### config.mk
export PLATFORM = sky130hd
export DESIGN_NAME = time_set_ctrl
export DESIGN_NICKNAME = d
export VERILOG_FILES = /design/src/rtl/time_clock_pkg.sv /design/src/rtl/time_set_ctrl_debounce.sv /design/src/rtl/time_set_ctrl.sv
export SDC_FILE = /design/constraint.sdc
export NUM_CORES = 1
export LEC_CHECK = 0
export CAP_MARGIN = 10
export CORE_MARGIN = 3
export CORE_UTILIZATION = 64
export DETAILED_ROUTE_END_ITERATION = 16
export GPL_ROUTABILITY_DRIVEN = 0
export GPL_TIMING_DRIVEN = 0
export PLACE_DENSITY_LB_ADDON = 0.12
export SLEW_MARGIN = 20
export SYNTH_ARGS = -nofsm -noshare
export SYNTH_HDL_FRONTEND = slang
export SYNTH_SLANG_ARGS = --single-unit
### constraint.sdc
create_clock -name i_clk -period 5.18 [get_ports i_clk]
set_input_delay 0.518 -clock i_clk [delete_from_list [all_inputs] [get_ports i_clk]]
set_output_delay 0.518 -clock i_clk [all_outputs]
set_load 0.01 [all_outputs]
### src/rtl/time_clock_pkg.sv
// Shared types, field codes and wrap helpers for the clock datapath.
package time_clock_pkg;

    localparam int unsigned TIME_W = 7;

    // FSM states; SET state codes line up with the field codes below
    typedef enum logic [1:0] {
        StRun     = 2'd0,
        StSetHour = 2'd1,
        StSetMin  = 2'd2,
        StSetSec  = 2'd3
    } state_e;

    localparam logic [1:0] FIELD_NONE = 2'd0;
    localparam logic [1:0] FIELD_HOUR = 2'd1;
    localparam logic [1:0] FIELD_MIN  = 2'd2;
    localparam logic [1:0] FIELD_SEC  = 2'd3;

    localparam logic [TIME_W-1:0] HOUR_MAX = 7'd23;
    localparam logic [TIME_W-1:0] MIN_MAX  = 7'd59;
    localparam logic [TIME_W-1:0] SEC_MAX  = 7'd59;

    function automatic logic [TIME_W-1:0] clamp_field(input logic [TIME_W-1:0] v,
                                                      input logic [TIME_W-1:0] max);
        return (v > max) ? max : v;
    endfunction

    function automatic logic [TIME_W-1:0] inc_wrap(input logic [TIME_W-1:0] v,
                                                   input logic [TIME_W-1:0] max);
        return (v >= max) ? '0 : v + TIME_W'(1);
    endfunction

    function automatic logic [TIME_W-1:0] dec_wrap(input logic [TIME_W-1:0] v,
                                                   input logic [TIME_W-1:0] max);
        return (v == '0) ? max : v - TIME_W'(1);
    endfunction

endpackage

### src/rtl/time_set_ctrl_debounce.sv
// Button conditioner: 2-FF synchroniser, stability counter, registered press pulse.
// Press pulse appears DEBOUNCE_CYCLES+3 cycles after a stable raw edge.
module btn_debounce #(
    parameter int unsigned DEBOUNCE_CYCLES = 500000
) (
    input  logic clk_i,
    input  logic rst_ni,
    input  logic btn_i,
    output logic level_o,
    output logic press_o
);

    localparam int unsigned CNT_W = (DEBOUNCE_CYCLES > 1) ? $clog2(DEBOUNCE_CYCLES) : 1;

    logic             sync1_q, sync2_q;
    logic             level_q, level_dly_q, press_q;
    logic [CNT_W-1:0] cnt_q;

    // Bring the raw asynchronous button into the clock domain
    always_ff @(posedge clk_i or negedge rst_ni) begin
        if (!rst_ni) begin
            sync1_q <= 1'b0;
            sync2_q <= 1'b0;
        end else begin
            sync1_q <= btn_i;
            sync2_q <= sync1_q;
        end
    end

    // Accept a new level only after DEBOUNCE_CYCLES consecutive mismatching samples
    always_ff @(posedge clk_i or negedge rst_ni) begin
        if (!rst_ni) begin
            level_q <= 1'b0;
            cnt_q   <= '0;
        end else if (sync2_q != level_q) begin
            if (cnt_q == CNT_W'(DEBOUNCE_CYCLES - 1)) begin
                level_q <= sync2_q;
                cnt_q   <= '0;
            end else begin
                cnt_q <= cnt_q + CNT_W'(1);
            end
        end else begin
            cnt_q <= '0;
        end
    end

    // One-cycle pulse on the debounced rising edge
    always_ff @(posedge clk_i or negedge rst_ni) begin
        if (!rst_ni) begin
            level_dly_q <= 1'b0;
            press_q     <= 1'b0;
        end else begin
            level_dly_q <= level_q;
            press_q     <= level_q & ~level_dly_q;
        end
    end

    assign level_o = level_q;
    assign press_o = press_q;

endmodule

### src/rtl/time_set_ctrl.sv
// Time-setting FSM: debounced buttons edit hour/min/sec, then load the time counter.
// Optional auto-repeat on held up/down is enabled by defining TIME_SET_AUTO_REPEAT_EN.
module time_set_ctrl
    import time_clock_pkg::*;
#(
    parameter int unsigned DEBOUNCE_CYCLES = 500000,
    parameter int unsigned BLINK_HALF      = 12500000,
    parameter int unsigned REPEAT_DELAY    = 25000000,
    parameter int unsigned REPEAT_PERIOD   = 5000000
) (
    input  logic              i_clk,
    input  logic              i_reset,
    input  logic              i_btn_mode,
    input  logic              i_btn_up,
    input  logic              i_btn_down,
    input  logic [TIME_W-1:0] i_hour,
    input  logic [TIME_W-1:0] i_min,
    input  logic [TIME_W-1:0] i_sec,
    output logic [TIME_W-1:0] o_hour,
    output logic [TIME_W-1:0] o_min,
    output logic [TIME_W-1:0] o_sec,
    output logic              o_load,
    output logic              o_setting,
    output logic [1:0]        o_field,
    output logic              o_blink
);

    localparam int unsigned BLINK_W = (BLINK_HALF > 1) ? $clog2(BLINK_HALF) : 1;

    logic mode_level, up_level, down_level;
    logic mode_press, up_press, down_press;
    logic step_up, step_down;

    state_e              state_q;
    logic [TIME_W-1:0]   hour_q, min_q, sec_q;
    logic                load_q, setting_q, blink_q;
    logic [1:0]          field_q;
    logic [BLINK_W-1:0]  blink_cnt_q;

    btn_debounce #(.DEBOUNCE_CYCLES(DEBOUNCE_CYCLES)) u_deb_mode (
        .clk_i   (i_clk),
        .rst_ni  (i_reset),
        .btn_i   (i_btn_mode),
        .level_o (mode_level),
        .press_o (mode_press)
    );

    btn_debounce #(.DEBOUNCE_CYCLES(DEBOUNCE_CYCLES)) u_deb_up (
        .clk_i   (i_clk),
        .rst_ni  (i_reset),
        .btn_i   (i_btn_up),
        .level_o (up_level),
        .press_o (up_press)
    );

    btn_debounce #(.DEBOUNCE_CYCLES(DEBOUNCE_CYCLES)) u_deb_down (
        .clk_i   (i_clk),
        .rst_ni  (i_reset),
        .btn_i   (i_btn_down),
        .level_o (down_level),
        .press_o (down_press)
    );

    logic unused_levels;

`ifdef TIME_SET_AUTO_REPEAT_EN
    localparam int unsigned REP_MAX = (REPEAT_DELAY > REPEAT_PERIOD) ? REPEAT_DELAY
                                                                     : REPEAT_PERIOD;
    localparam int unsigned REP_W   = (REP_MAX > 1) ? $clog2(REP_MAX) : 1;

    logic             rep_hold, rep_armed_q, rep_pulse_q;
    logic [REP_W-1:0] rep_cnt_q;

    // Exactly one of up/down held in a SET state; a mode press ends the hold
    assign rep_hold = (state_q != StRun) && (up_level != down_level) && !mode_press;

    // Repeat timer: first extra step after REPEAT_DELAY, then every REPEAT_PERIOD
    always_ff @(posedge i_clk or negedge i_reset) begin
        if (!i_reset) begin
            rep_cnt_q   <= '0;
            rep_armed_q <= 1'b0;
            rep_pulse_q <= 1'b0;
        end else if (!rep_hold) begin
            rep_cnt_q   <= '0;
            rep_armed_q <= 1'b0;
            rep_pulse_q <= 1'b0;
        end else begin
            rep_pulse_q <= 1'b0;
            rep_cnt_q   <= rep_cnt_q + REP_W'(1);
            if (!rep_armed_q && rep_cnt_q == REP_W'(REPEAT_DELAY - 1)) begin
                rep_pulse_q <= 1'b1;
                rep_armed_q <= 1'b1;
                rep_cnt_q   <= '0;
            end else if (rep_armed_q && rep_cnt_q == REP_W'(REPEAT_PERIOD - 1)) begin
                rep_pulse_q <= 1'b1;
                rep_cnt_q   <= '0;
            end
        end
    end

    // Gate with the level so a pulse landing on release is dropped
    assign step_up       = up_press | (rep_pulse_q & up_level);
    assign step_down     = down_press | (rep_pulse_q & down_level);
    assign unused_levels = mode_level;
`else
    assign step_up       = up_press;
    assign step_down     = down_press;
    assign unused_levels = mode_level ^ up_level ^ down_level ^
                           (REPEAT_DELAY == REPEAT_PERIOD);
`endif

    // Mode advances the FSM (and wins over edits); up/down edit the selected field
    always_ff @(posedge i_clk or negedge i_reset) begin
        if (!i_reset) begin
            state_q     <= StRun;
            hour_q      <= '0;
            min_q       <= '0;
            sec_q       <= '0;
            load_q      <= 1'b0;
            setting_q   <= 1'b0;
            field_q     <= FIELD_NONE;
            blink_q     <= 1'b0;
            blink_cnt_q <= '0;
        end else begin
            load_q <= 1'b0;
            if (mode_press) begin
                blink_cnt_q <= '0;
                blink_q     <= 1'b0;
                case (state_q)
                    StRun: begin
                        state_q   <= StSetHour;
                        field_q   <= FIELD_HOUR;
                        setting_q <= 1'b1;
                        hour_q    <= clamp_field(i_hour, HOUR_MAX);
                        min_q     <= clamp_field(i_min, MIN_MAX);
                        sec_q     <= clamp_field(i_sec, SEC_MAX);
                    end
                    StSetHour: begin
                        state_q <= StSetMin;
                        field_q <= FIELD_MIN;
                    end
                    StSetMin: begin
                        state_q <= StSetSec;
                        field_q <= FIELD_SEC;
                    end
                    default: begin
                        state_q   <= StRun;
                        field_q   <= FIELD_NONE;
                        setting_q <= 1'b0;
                        load_q    <= 1'b1;
                    end
                endcase
            end else if (state_q != StRun) begin
                if (step_up != step_down) begin
                    blink_cnt_q <= '0;
                    blink_q     <= 1'b0;
                    case (state_q)
                        StSetHour: hour_q <= step_up ? inc_wrap(hour_q, HOUR_MAX)
                                                     : dec_wrap(hour_q, HOUR_MAX);
                        StSetMin:  min_q  <= step_up ? inc_wrap(min_q, MIN_MAX)
                                                     : dec_wrap(min_q, MIN_MAX);
                        default:   sec_q  <= step_up ? inc_wrap(sec_q, SEC_MAX)
                                                     : dec_wrap(sec_q, SEC_MAX);
                    endcase
                end else if (blink_cnt_q == BLINK_W'(BLINK_HALF - 1)) begin
                    blink_cnt_q <= '0;
                    blink_q     <= ~blink_q;
                end else begin
                    blink_cnt_q <= blink_cnt_q + BLINK_W'(1);
                end
            end
        end
    end

    assign o_hour    = hour_q;
    assign o_min     = min_q;
    assign o_sec     = sec_q;
    assign o_load    = load_q;
    assign o_setting = setting_q;
    assign o_field   = field_q;
    assign o_blink   = blink_q;

endmodule

==> metrics.yaml <==
timing:
  fin_ws_ps: 2540
  slew_viol_final: 0
  finalCritPeriodShare_pct: 50.9
  fin_crit_ps: 2640
  timing.fmax_mhz: 379
  finalSetupViolations: 0
  fin_skew_ps: 9.37
  finalHoldViolations: 4
  rsz0062_at_grt: "no"
  whs_ps: -10.3
  slew-limit-headroom_pct: 35.6
  worst_pin_slew_ps: 958
synthesis:
  synth_seq_cells: 122
  syn_area_um2: 6880
  synth_top_area_cell: "dfrtp_1"
  ys.flop_type: "dfrtp_1"
  seq_area_frac_synth_pct: 44.4
  synth_cell_type_count: 70
  synth-edff-count: 0
  syn-num-nets: 781
  yosysMostFrequentCell: "dfrtp_1"
  async_flop_share_pct: 100
  avgSynthCellArea_um2: 9.32
  syn_inst: 738
  synthTopCellsByArea: "dfrtp_1 44%, xnor2_1 4.1%, xor2_1 3.8%"
  synth_common_cells: "122 x dfrtp_1, 66 x nor2_1, 44 x nand2_1, 39 x nand3_1, 39 x o21ai_0"
  synth_warnings: 0
  netlist.area_leader.share_pct: 44.4
final_layout:
  fin_cells: 958
  area_growth_pct: 18.6
  antenna_cells: 0
  layout.nets: 852
  drive_gt1_share_pct: 6.93
clocking:
  cts_root_buf: "clkbuf_8"
  clk_pin_slew_ps: 60
  post_cts_resized: 0
  cts_tree: "yes"
  clkLatencyLatePin_ps: 530
  cts_made_buffers: 17
  clock-sinks: 122
  holdBufCountCts: 0
  htree_levels: 4
  clk_path_buf_depth: 2
  post-cts-setup-buffer-count: 0
floorplan:
  num_io_pins: 52
  dieArea_um2: 12000
  initial_utilization_pct: 66.3
  die_h_um: 110
  core-area_um2: 10400
  die_x_um: 110
  rows: 37
pwr:
  power.density_cell_area_nw_per_um2: 267
  irDropWorstVdd_uv: 308
  p_leak_nw: 3.27
  power_mw: 2.17
global_routing:
  grtUsageTotal_pct: 30.3
  antenna_found_initial: 0
  grt_pass1_wl_um: 28700
  grt-ovfl-total: 0
  grt_pass1_vias: 6106
  grt_max_degree: 70
critical_path:
  worstSetupPathType: "flop to flop"
  worstPathArrival_ps: 3080
  end_kind: "flop"
  start_kind: "flop"
  critPathLaunch: "o_field[0]$_DFFE_PN0P_"
  critPathRequiredTime_ps: 5620
  crit_path_max_fanout: 10
  r2r-start: "o_field[0]$_DFFE_PN0P_"
drt:
  drt_first_iter_violations: 553
  drt-total-wl_um: 17000
  ant_nets: 0
  drc: 0
  vias: 6124
  routedWlPerCell_um: 17.7
  vias_per_cell: 6.39
  firstDrtPassIters: 6
place:
  dp_cells: 926
  hpwl_um: 11700
  port_buffers: 51
  place_ws_ps: 2640
outcome:
  violations: "negative hold slack"
  status: "finished, violations left"
run:
  cap_viol_max_count: 0
hold_path:
  hp-class: "input port to asynchronous set/reset pin"
## stage by stage
step	setup TNS [ps]	hold slack [ps]	instance area, um2	util [%]
floorplan	0	222	6880	-
global placement	-126070	339	7560	72.9
detailed placement	0	343	7580	73.1
CTS	0	1.44	8160	78.7
global route	0	34.8	8160	78.7
finish	0	-10.3	8160	78.7
## kinds of logic after synthesis
logic type                 synth area share, %
AOI/OAI and AO/OA                         15.8
xor gates and xnor gates                  7.90
adders and majority gates                 3.09
buffers and inverters                     3.44
DFF                                       44.4
muxes                                    0.801
and+or+nand+nor                           24.5
## power by group
part	internal (mW)	switching, mW	total (mW)
logic	0.0275	0.0379	0.0655
clock network	0.713	0.427	1.14
registers	0.962	0.00776	0.969
total	1.70	0.472	2.17
## worst max-delay path, stage by stage (launching register included)
cell	delay, ps
dfrtp_1	410
inv_1	100
ha_1	220
clkbuf_1	210
or3b_2	540
o21ai_0	630
o21ai_0	260
o22ai_1	180
## cell usage in the layout, fill, tap and decap left out, types with 5 or more instances in the layout
| cell | synthesis | routed |
|---|---|---|
| o211ai_1 | 5 | 5 |
| and2_1 | 6 | 6 |
| a21oi_1 | 35 | 35 |
| nor4_1 | 18 | 18 |
| nor3_1 | 18 | 18 |
| xor2_1 | 30 | 30 |
| clkbuf_1 | 28 | 32 |
| o31a_1 | 5 | 5 |
| o21ai_0 | 39 | 39 |
| and4_1 | 6 | 6 |
| dfrtp_1 | 122 | 122 |
| nor2_1 | 66 | 66 |
| o22ai_1 | 5 | 5 |
| nand2_1 | 44 | 44 |
| ha_1 | 17 | 17 |
| a211oi_1 | 5 | 5 |
| a31oi_1 | 5 | 5 |
| or3_1 | 24 | 24 |
| or2_2 | 7 | 7 |
| xnor2_1 | 32 | 32 |
| clkdlybuf4s50_1 | 0 | 50 |
| o31ai_1 | 16 | 16 |
| inv_1 | 26 | 26 |
| nand3_1 | 39 | 39 |
| nand2b_1 | 7 | 7 |
| nand4_1 | 24 | 24 |
| nor2b_1 | 6 | 6 |
| or4_1 | 18 | 18 |
| nor4b_1 | 7 | 7 |
| clkbuf_16 | 0 | 16 |
## registers in the layout, indices dropped and copies added, names as in the netlist, 2 cells and up
signal / count
blink_cnt_q: 24
u_deb_up.cnt_q: 19
o_hour: 7
u_deb_mode.cnt_q: 19
o_min: 7
u_deb_down.cnt_q: 19
o_field: 2
o_sec: 7
## final cells by class
type | instances | area, um2
fill | 677 | 2210
clock buffer | 23 | 457
sequential | 122 | 3050
multi-input combinational | 556 | 3590
inverter | 26 | 97.6
clock inverter | 9 | 115
timing repair buffer | 52 | 539
buffer | 34 | 139
tap | 136 | 170
## final timing paths
path                                                  to  slack, ps  cells past startpoint
setup / recovery                   o_hour[1]$_DFFE_PN0P_       2540                      7
hold / removal                      o_min[3]$_DFFE_PN0P_        -10                      1
setup reg to reg                   o_hour[1]$_DFFE_PN0P_       2540                      7
hold reg to reg             u_deb_down.sync2_q$_DFF_PN0_        360                      0
max in group asynchronous  u_deb_mode.cnt_q[1]$_DFF_PN0_       4490                      2
min in group i_clk          u_deb_down.sync2_q$_DFF_PN0_        360                      0
## metal layers
metal  up-vias  GRT usage, %  share of wire, %
met3        39          5.23               5.8
met2       242          51.3                50
met4         0          12.1               2.0
li1       2877             -                 -
met5         -             0                 0
met1      2966          38.7                42
Power figures use the tool's default switching activity.
